--- config.mk ---
export PLATFORM = sky130hd
export DESIGN_NAME = cpu_seq_ctrl
export DESIGN_NICKNAME = d
export VERILOG_FILES = /design/src/rtl/cpu_seq_ctrl.sv
export SDC_FILE = /design/constraint.sdc
export NUM_CORES = 1
export LEC_CHECK = 0
export ABC_CLOCK_PERIOD_IN_PS = 2800
export CELL_PAD_IN_SITES_DETAIL_PLACEMENT = 1
export CELL_PAD_IN_SITES_GLOBAL_PLACEMENT = 2
export CORE_ASPECT_RATIO = 0.8
export CORE_MARGIN = 2
export CORE_UTILIZATION = 30
export DETAILED_ROUTE_END_ITERATION = 10
export PLACE_DENSITY = 0.83
export REMOVE_ABC_BUFFERS = 1
export SETUP_SLACK_MARGIN = 0.3
export SLEW_MARGIN = 20
export SYNTH_ARGS = -nofsm -noshare
export SYNTH_HDL_FRONTEND = slang
export SYNTH_SLANG_ARGS = --single-unit
export TNS_END_PERCENT = 50
--- constraint.sdc ---
create_clock -name clk -period 2.8 [get_ports clk]
set_input_delay 0.7 -clock clk [delete_from_list [all_inputs] [get_ports clk]]
set_output_delay 0.7 -clock clk [all_outputs]
set_load 0.005 [all_outputs]
--- src/rtl/cpu_seq_ctrl.sv ---
// cpu_seq_ctrl: multi-cycle fetch/decode/exec/writeback sequencer for the
// 15-puzzle solver core. Owns the PC, the instruction register and the
// retired-instruction counter, and gates decoder write strobes to EXEC.
//
// Optional build macro: CPU_SEQ_STEP_EN adds a `step` input and a PAUSE
// state after every writeback for single-step debug.
//
// state  | meaning
// IDLE   | waiting for start after reset
// FETCH  | ROM read strobe asserted, address = pc
// DECODE | latch ROM word into ir, detect HALT opcode
// EXEC   | decoder strobes (reg_we, flag_we) enabled for one cycle
// WB     | commit branch target or pc+1, count the retired instruction
// PAUSE  | (step build only) hold until step
// HALT   | run finished, done high, waiting for start
module cpu_seq_ctrl #(
  parameter logic [8:0] RESET_PC = 9'd0,
  parameter logic [4:0] HALT_OP  = 5'h1F
) (
  input  logic        clk,
  input  logic        rst_n,
  input  logic        start,
  input  logic [22:0] imem_rdata,
  input  logic        dec_pc_we,
  input  logic [8:0]  dec_pc_in,
  input  logic        dec_reg_we,
`ifdef CPU_SEQ_STEP_EN
  input  logic        step,
`endif
  output logic [8:0]  pc,
  output logic        imem_re,
  output logic [22:0] ir,
  output logic        reg_we,
  output logic        flag_we,
  output logic        busy,
  output logic        done,
  output logic [15:0] instret
);

  typedef enum logic [2:0] {
    S_IDLE   = 3'd0,
    S_FETCH  = 3'd1,
    S_DECODE = 3'd2,
    S_EXEC   = 3'd3,
    S_WB     = 3'd4,
`ifdef CPU_SEQ_STEP_EN
    S_PAUSE  = 3'd5,
`endif
    S_HALT   = 3'd6
  } state_t;

  state_t      r_state;
  state_t      w_state_nxt;
  logic [8:0]  r_pc;
  logic [22:0] r_ir;
  logic [15:0] r_instret;
  logic        w_idle_or_halt;
  logic        w_accept;

  assign w_idle_or_halt = (r_state == S_IDLE) || (r_state == S_HALT);
  assign w_accept       = w_idle_or_halt && start;

  // State register; reset aborts any run straight back to IDLE.
  always_ff @(posedge clk or negedge rst_n) begin
    if (!rst_n) begin
      r_state <= S_IDLE;
    end else begin
      r_state <= w_state_nxt;
    end
  end

  // Next-state logic; start outside IDLE/HALT is ignored.
  always_comb begin
    w_state_nxt = r_state;
    case (r_state)
      S_IDLE, S_HALT: begin
        if (start) w_state_nxt = S_FETCH;
      end
      S_FETCH:  w_state_nxt = S_DECODE;
      S_DECODE: begin
        if (imem_rdata[22:18] == HALT_OP) w_state_nxt = S_HALT;
        else                              w_state_nxt = S_EXEC;
      end
      S_EXEC:   w_state_nxt = S_WB;
`ifdef CPU_SEQ_STEP_EN
      S_WB:     w_state_nxt = S_PAUSE;
      S_PAUSE: begin
        if (step) w_state_nxt = S_FETCH;
      end
`else
      S_WB:     w_state_nxt = S_FETCH;
`endif
      default:  w_state_nxt = S_IDLE;
    endcase
  end

  // PC, instruction register and retired-instruction counter.
  always_ff @(posedge clk or negedge rst_n) begin
    if (!rst_n) begin
      r_pc      <= RESET_PC;
      r_ir      <= 23'd0;
      r_instret <= 16'd0;
    end else if (w_accept) begin
      r_pc      <= RESET_PC;
      r_instret <= 16'd0;
    end else begin
      case (r_state)
        S_DECODE: r_ir <= imem_rdata;
        S_WB: begin
          // Branch decision sampled in WB: ir and the flag are stable since EXEC.
          if (dec_pc_we) r_pc <= dec_pc_in;
          else           r_pc <= r_pc + 9'd1;
          if (r_instret != 16'hFFFF) r_instret <= r_instret + 16'd1;
        end
        default: ;
      endcase
    end
  end

  assign pc      = r_pc;
  assign ir      = r_ir;
  assign instret = r_instret;
  assign imem_re = (r_state == S_FETCH);
  assign reg_we  = (r_state == S_EXEC) && dec_reg_we;
  assign flag_we = (r_state == S_EXEC);
  assign busy    = !w_idle_or_halt;
  assign done    = (r_state == S_HALT);

endmodule
After elaboration in Yosys (flattened, before gate mapping)
Index checks and enable logic that the tools add are counted.
{"block": "op_classes", "n_addsub": 2, "n_eq_ne": 8, "muxes": 9, "bitwise_logic": 1, "n_reduce_logical": 10}
{"op": "16-bit two-way mux", "count": 3}
{"op": "9-bit two-way mux", "count": 3}
{"op": "16-bit by 1-bit adder with 16-bit output (second input constant)", "count": 1}
{"op": "16-bit inequality test (second input constant)", "count": 1}
{"op": "3-bit case mux with 5 select lines", "count": 1}
{"op": "9-bit by 1-bit adder with 9-bit output (second input constant)", "count": 1}
{"op": "3-bit by 2-bit == test with 1-bit output (second input constant)", "count": 2}
{"op": "3-bit == test (second input constant)", "count": 2}
{"op": "3-bit two-way mux", "count": 2}
{"op": "5-bit == test (second input constant)", "count": 1}
{"op": "2-bit AND reduction", "count": 2}
{"op": "2-bit nonzero test", "count": 2}
{"op": "3-bit by 1-bit == test with 1-bit output (second input constant)", "count": 1}
{"op": "3-bit zero test", "count": 1}
{"op": "1-bit logical AND", "count": 2}
{"op": "2-bit inequality test (second input constant)", "count": 1}
{"op": "2-bit OR reduction", "count": 1}
{"op": "1-bit zero test", "count": 1}
{"op": "1-bit logical OR", "count": 1}
{"op": "1-bit inverter", "count": 1}
{"block": "word_totals", "reg_bits": 51, "inputBits": 37, "output_inout_bits": 53, "wordCells": 34}

Depth between registers and ports, before layout
{"block": "depth", "depth_word": 5, "depth_mapped": 5}

Worst setup path after synthesis
OpenSTA, ideal clock, no wires.
{"block": "synth_path", "path_type": "register to register", "from": "register r_instret[0] (netlist: instret[0])", "to": "register r_instret[2] (netlist: instret[2])", "setup_ps": 131, "t_arrival_ps": 1605, "setup_slack_ps": 1063, "stages_incl_launch_ff": 6, "n_path_buf": 0, "period_less_slack_ps": 1737, "path_cell_list": "dfrtp_1 > ha_1 > nand3_1 > or4_4 > and3_4 > mux2i_1"}
{"block": "synth_via", "elab_chain_cells": 4, "word_cells_on_any_way": 7, "classes_between": "add/sub: 1; eq/ne: 1; mux: 3; reduce/logical: 2"}
{"item": "start, declared", "line": "56", "source": "logic [15:0] r_instret;"}
{"item": "start signal, assigned", "line": "113", "source": "if (r_instret != 16'hFFFF) r_instret <= r_instret + 16'd1;"}
{"item": "16-bit by 1-bit adder with 16-bit output", "line": "113"}
{"item": "16-bit two-way mux", "line": "113"}
{"item": "16-bit two-way mux", "line": "107", "source": "case (r_state)"}
{"item": "16-bit two-way mux", "line": "103", "source": "end else if (w_accept) begin"}
Several ways; a longest one is shown, not always the timed one. The select of a mux whose other input is x is not followed.
A chain may end at the register's enable or synchronous reset.

Final worst setup path
{"block": "layout_path", "from": "input port dec_reg_we", "to": "output port reg_we"}
{"block": "layout_via", "elab_chain_cells": 1}
{"item": "start, declared", "line": "26", "source": "input logic dec_reg_we,"}
{"item": "1-bit logical AND", "line": "124", "source": "assign reg_we = (r_state == S_EXEC) && dec_reg_we;"}
{"item": "end, declared", "line": "33", "source": "output logic reg_we,"}
No other way between the ends.

==> results.ini <==
[outcome]
outcome = finished, final reports clean

[synth]
netlist_instances = 233
synth_warnings = 0
synth_edf_count = 0
ys_async_sr_fraction_pct = 100.0
synth_area_mm2 = 0.002556
syn_area_per_cell_um2 = 10.97
ys_ff_latch = 51
ys_seq_area_share_pct = 49.93
synth_flop_cell = dfrtp_1
netlist-cell-type-count = 46

[routing]
drt_first_iter_violations = 40
via_per_inst = 5.075
ant_nets = 0
num_vias = 2228
dr.pass1.iters = 4
wirelength_um = 6868
wire_per_inst_um = 15.64
drc_errors = 0

[worst_setup_path]
slowest_delay_ns = 0.49
crit_buf_inv = 2
critPathMaxFanout = 1
worst-endpoint-arrival_ns = 1.79
rr_worst_depth = 5
reg2reg_from = instret[0]
crit_chain = clkdlybuf4s50_1, and3_1, clkdlybuf4s50_1
worstPathRequired_ns = 2.10
path_delay_family = buffers and inverters
startpoint_type = input pin
cpMostUsedCell = clkdlybuf4s50_1
worstSetupEndpointType = primary output
crit_type = input pin to primary output
r2r_end = instret[4]
cp.depth = 3
regToRegSetupSlack_ns = 0.78
critical_path.startpoint = dec_reg_we
slowest_stage = clkdlybuf4s50_1

[cts]
numCtsBuffers = 5
cts_setup_buffers = 0
clock_latency_ns = 0.31
cts-root-buf = clkbuf_8
clock_sinks = 51
clock_path_buffers = 2
cts_max_level = 2
cts_tree = built
clk_pin_slew_ns = 0.09

[sta]
hold_viol = 0
fin_skew_ns = 0.01114
tightest_slew_ns = 0.6779
slew_headroom_pct = 54.80
period_share_pct = 88.92
setup_viol = 0
holdWs_ns = 0.4248
tns_ns = 0
period_minus_slack_ns = 2.490
drv_slew = 0
rsz0062_at_grt = yes
fmax_mhz = 401.6

[layout]
layoutNonFillerInstCount = 439
area_delta_synth_final_pct = 46.11
nNetsFinal = 365
fill_cells = 930
n_antenna_cell = 0
post_route_cells_drive_above_1_share_pct = 15.90
layout_common_cells = clkdlybuf4s50_1 (88), dfrtp_1 (50), mux2_2 (24), nor2_1 (17), nand2_1 (15)
mostFrequentLayoutCell = clkdlybuf4s50_1
finalInstanceArea_mm2 = 0.003735

[power]
peakVddDrop_v = 0.0003591
power_mw = 3.276
seq_power_share_pct = 38.4
power_switching_share_pct = 30.84
power_leakage_nw = 1.519
clock_power_share_pct = 18.5
p_per_area_mw_per_mm2 = 877.1
cellInternalPower_mw = 2.265
switchingPower_mw = 1.010
combPwrFrac_pct = 43.1

[global_routing]
gr-usage-all-layers_pct = 15.24
grt_max_degree = 30
antenna_found_initial = 0
grt_pass1_vias = 2226
grt_pass1_wl_um = 11120
grt.overflow.total = 0

[floorplan]
die_w_um = 107.2
die-area_mm2 = 0.009279
die_h_um = 86.56
start_util_pct = 30.54
core_mm2 = 0.008371
core.rowCount = 30
pin_count = 90

[hold_path]
min_path_type = input pin to async pin

[place]
dpl.hpwl_um = 5186
place.gp.congestion = 0.7855
dp_cells = 431
port_buffers = 89
dpl_cell_area_mm2 = 0.003590

[flow_run]
drv_cap = 0

[power groups by stage]
stage	Sequential (mW)	Clock, mW	Combinational (mW)
2_1_floorplan	1.25	0	0.590
3_3_place_gp	1.26	0	1.39
3_5_place_dp	1.27	0	1.43
4_1_cts	1.26	0.628	1.44
5_1_grt	1.31	0.654	1.54
6_report	1.26	0.607	1.41
[area by class of cell]
cell class,instances,area [um2],share of cell area (%)
well taps,112,140.1,3.752
multi-input cells,166,1216,32.56
clock inverters,3,67.56,1.809
flip-flops and latches,51,1277,34.20
inverters,5,18.77,0.5025
repair buffers,97,945.9,25.33
clock buffers,5,68.82,1.843
[what timing repair did]
| item | in CTS | in global routing |
|---|---|---|
| endpoints found under the setup margin | 1 | 3 |
| resized for setup | 1 | 2 |
| hold buffers | 0 | 0 |
[logic make-up after synthesis]
kind of cell,after synthesis,synth area share [%]
AO/OA/AOI/OAI,48,13.26
XOR/XNOR,2,0.6854
multiplexers,30,12.92
flip-flops,51,49.93
buffers and inverters,16,2.790
AND/OR/NAND/NOR,84,19.43
adder cells (fa/ha/maj),2,0.9788
[registers in the layout, indices dropped and copies added (netlist names)]
signal	count
ir	23
instret	16
pc	9
r_state	3
[worst max path at each step]
stage | endpoint | slack (ns)
after floorplan | instret[12] | 0.88
after global placement | reg_we | 0.31
after detailed placement | reg_we | 0.32
after CTS | flag_we | 0.30
after global routing | flag_we | 0.26
final | reg_we | 0.31
[metal layers]
layer	vias up	GRT usage, %	wire, um	share of wire (%)
li1	1068	-	-	-
met1	1111	20.79	3296	48
met2	44	24.86	3240	47
met3	5	2.707	261	3.8
met4	0	4.604	70	1.0
met5	-	0	0	0
[cell usage after synthesis, types with 2 or more instances]
cell type,number,area share [%]
o21ai_0,4,0.78
nand3_1,9,1.8
mux2i_1,6,2.3
nand4_1,5,1.2
o22ai_1,6,1.5
mux2_2,24,11
nor4_1,5,1.2
nor3_1,6,1.2
nand2_1,15,2.2
o2bb2ai_1,5,1.7
o21a_1,2,0.59
buf_4,3,0.88
ha_1,2,0.98
a31oi_1,5,1.2
and2_1,4,0.98
a21oi_1,6,1.2
nor2_1,17,2.5
clkbuf_1,8,1.2
a211oi_1,2,0.59
a221o_1,2,0.78
a22o_1,2,0.69
a22oi_1,6,1.8
inv_1,5,0.73
and4_1,2,0.69
dfrtp_1,51,50
and3_1,11,2.7
[through the flow]
step	util [%]	setup WS [ns]
6_report	44.62	0.3101
5_1_grt	44.62	0.2580
4_1_cts	44.57	0.3011
3_5_place_dp	42.88	0.3167
3_3_place_gp	42.88	0.3111
2_1_floorplan	-	0.8781
Note: power is estimated with default switching activity, not from simulation.
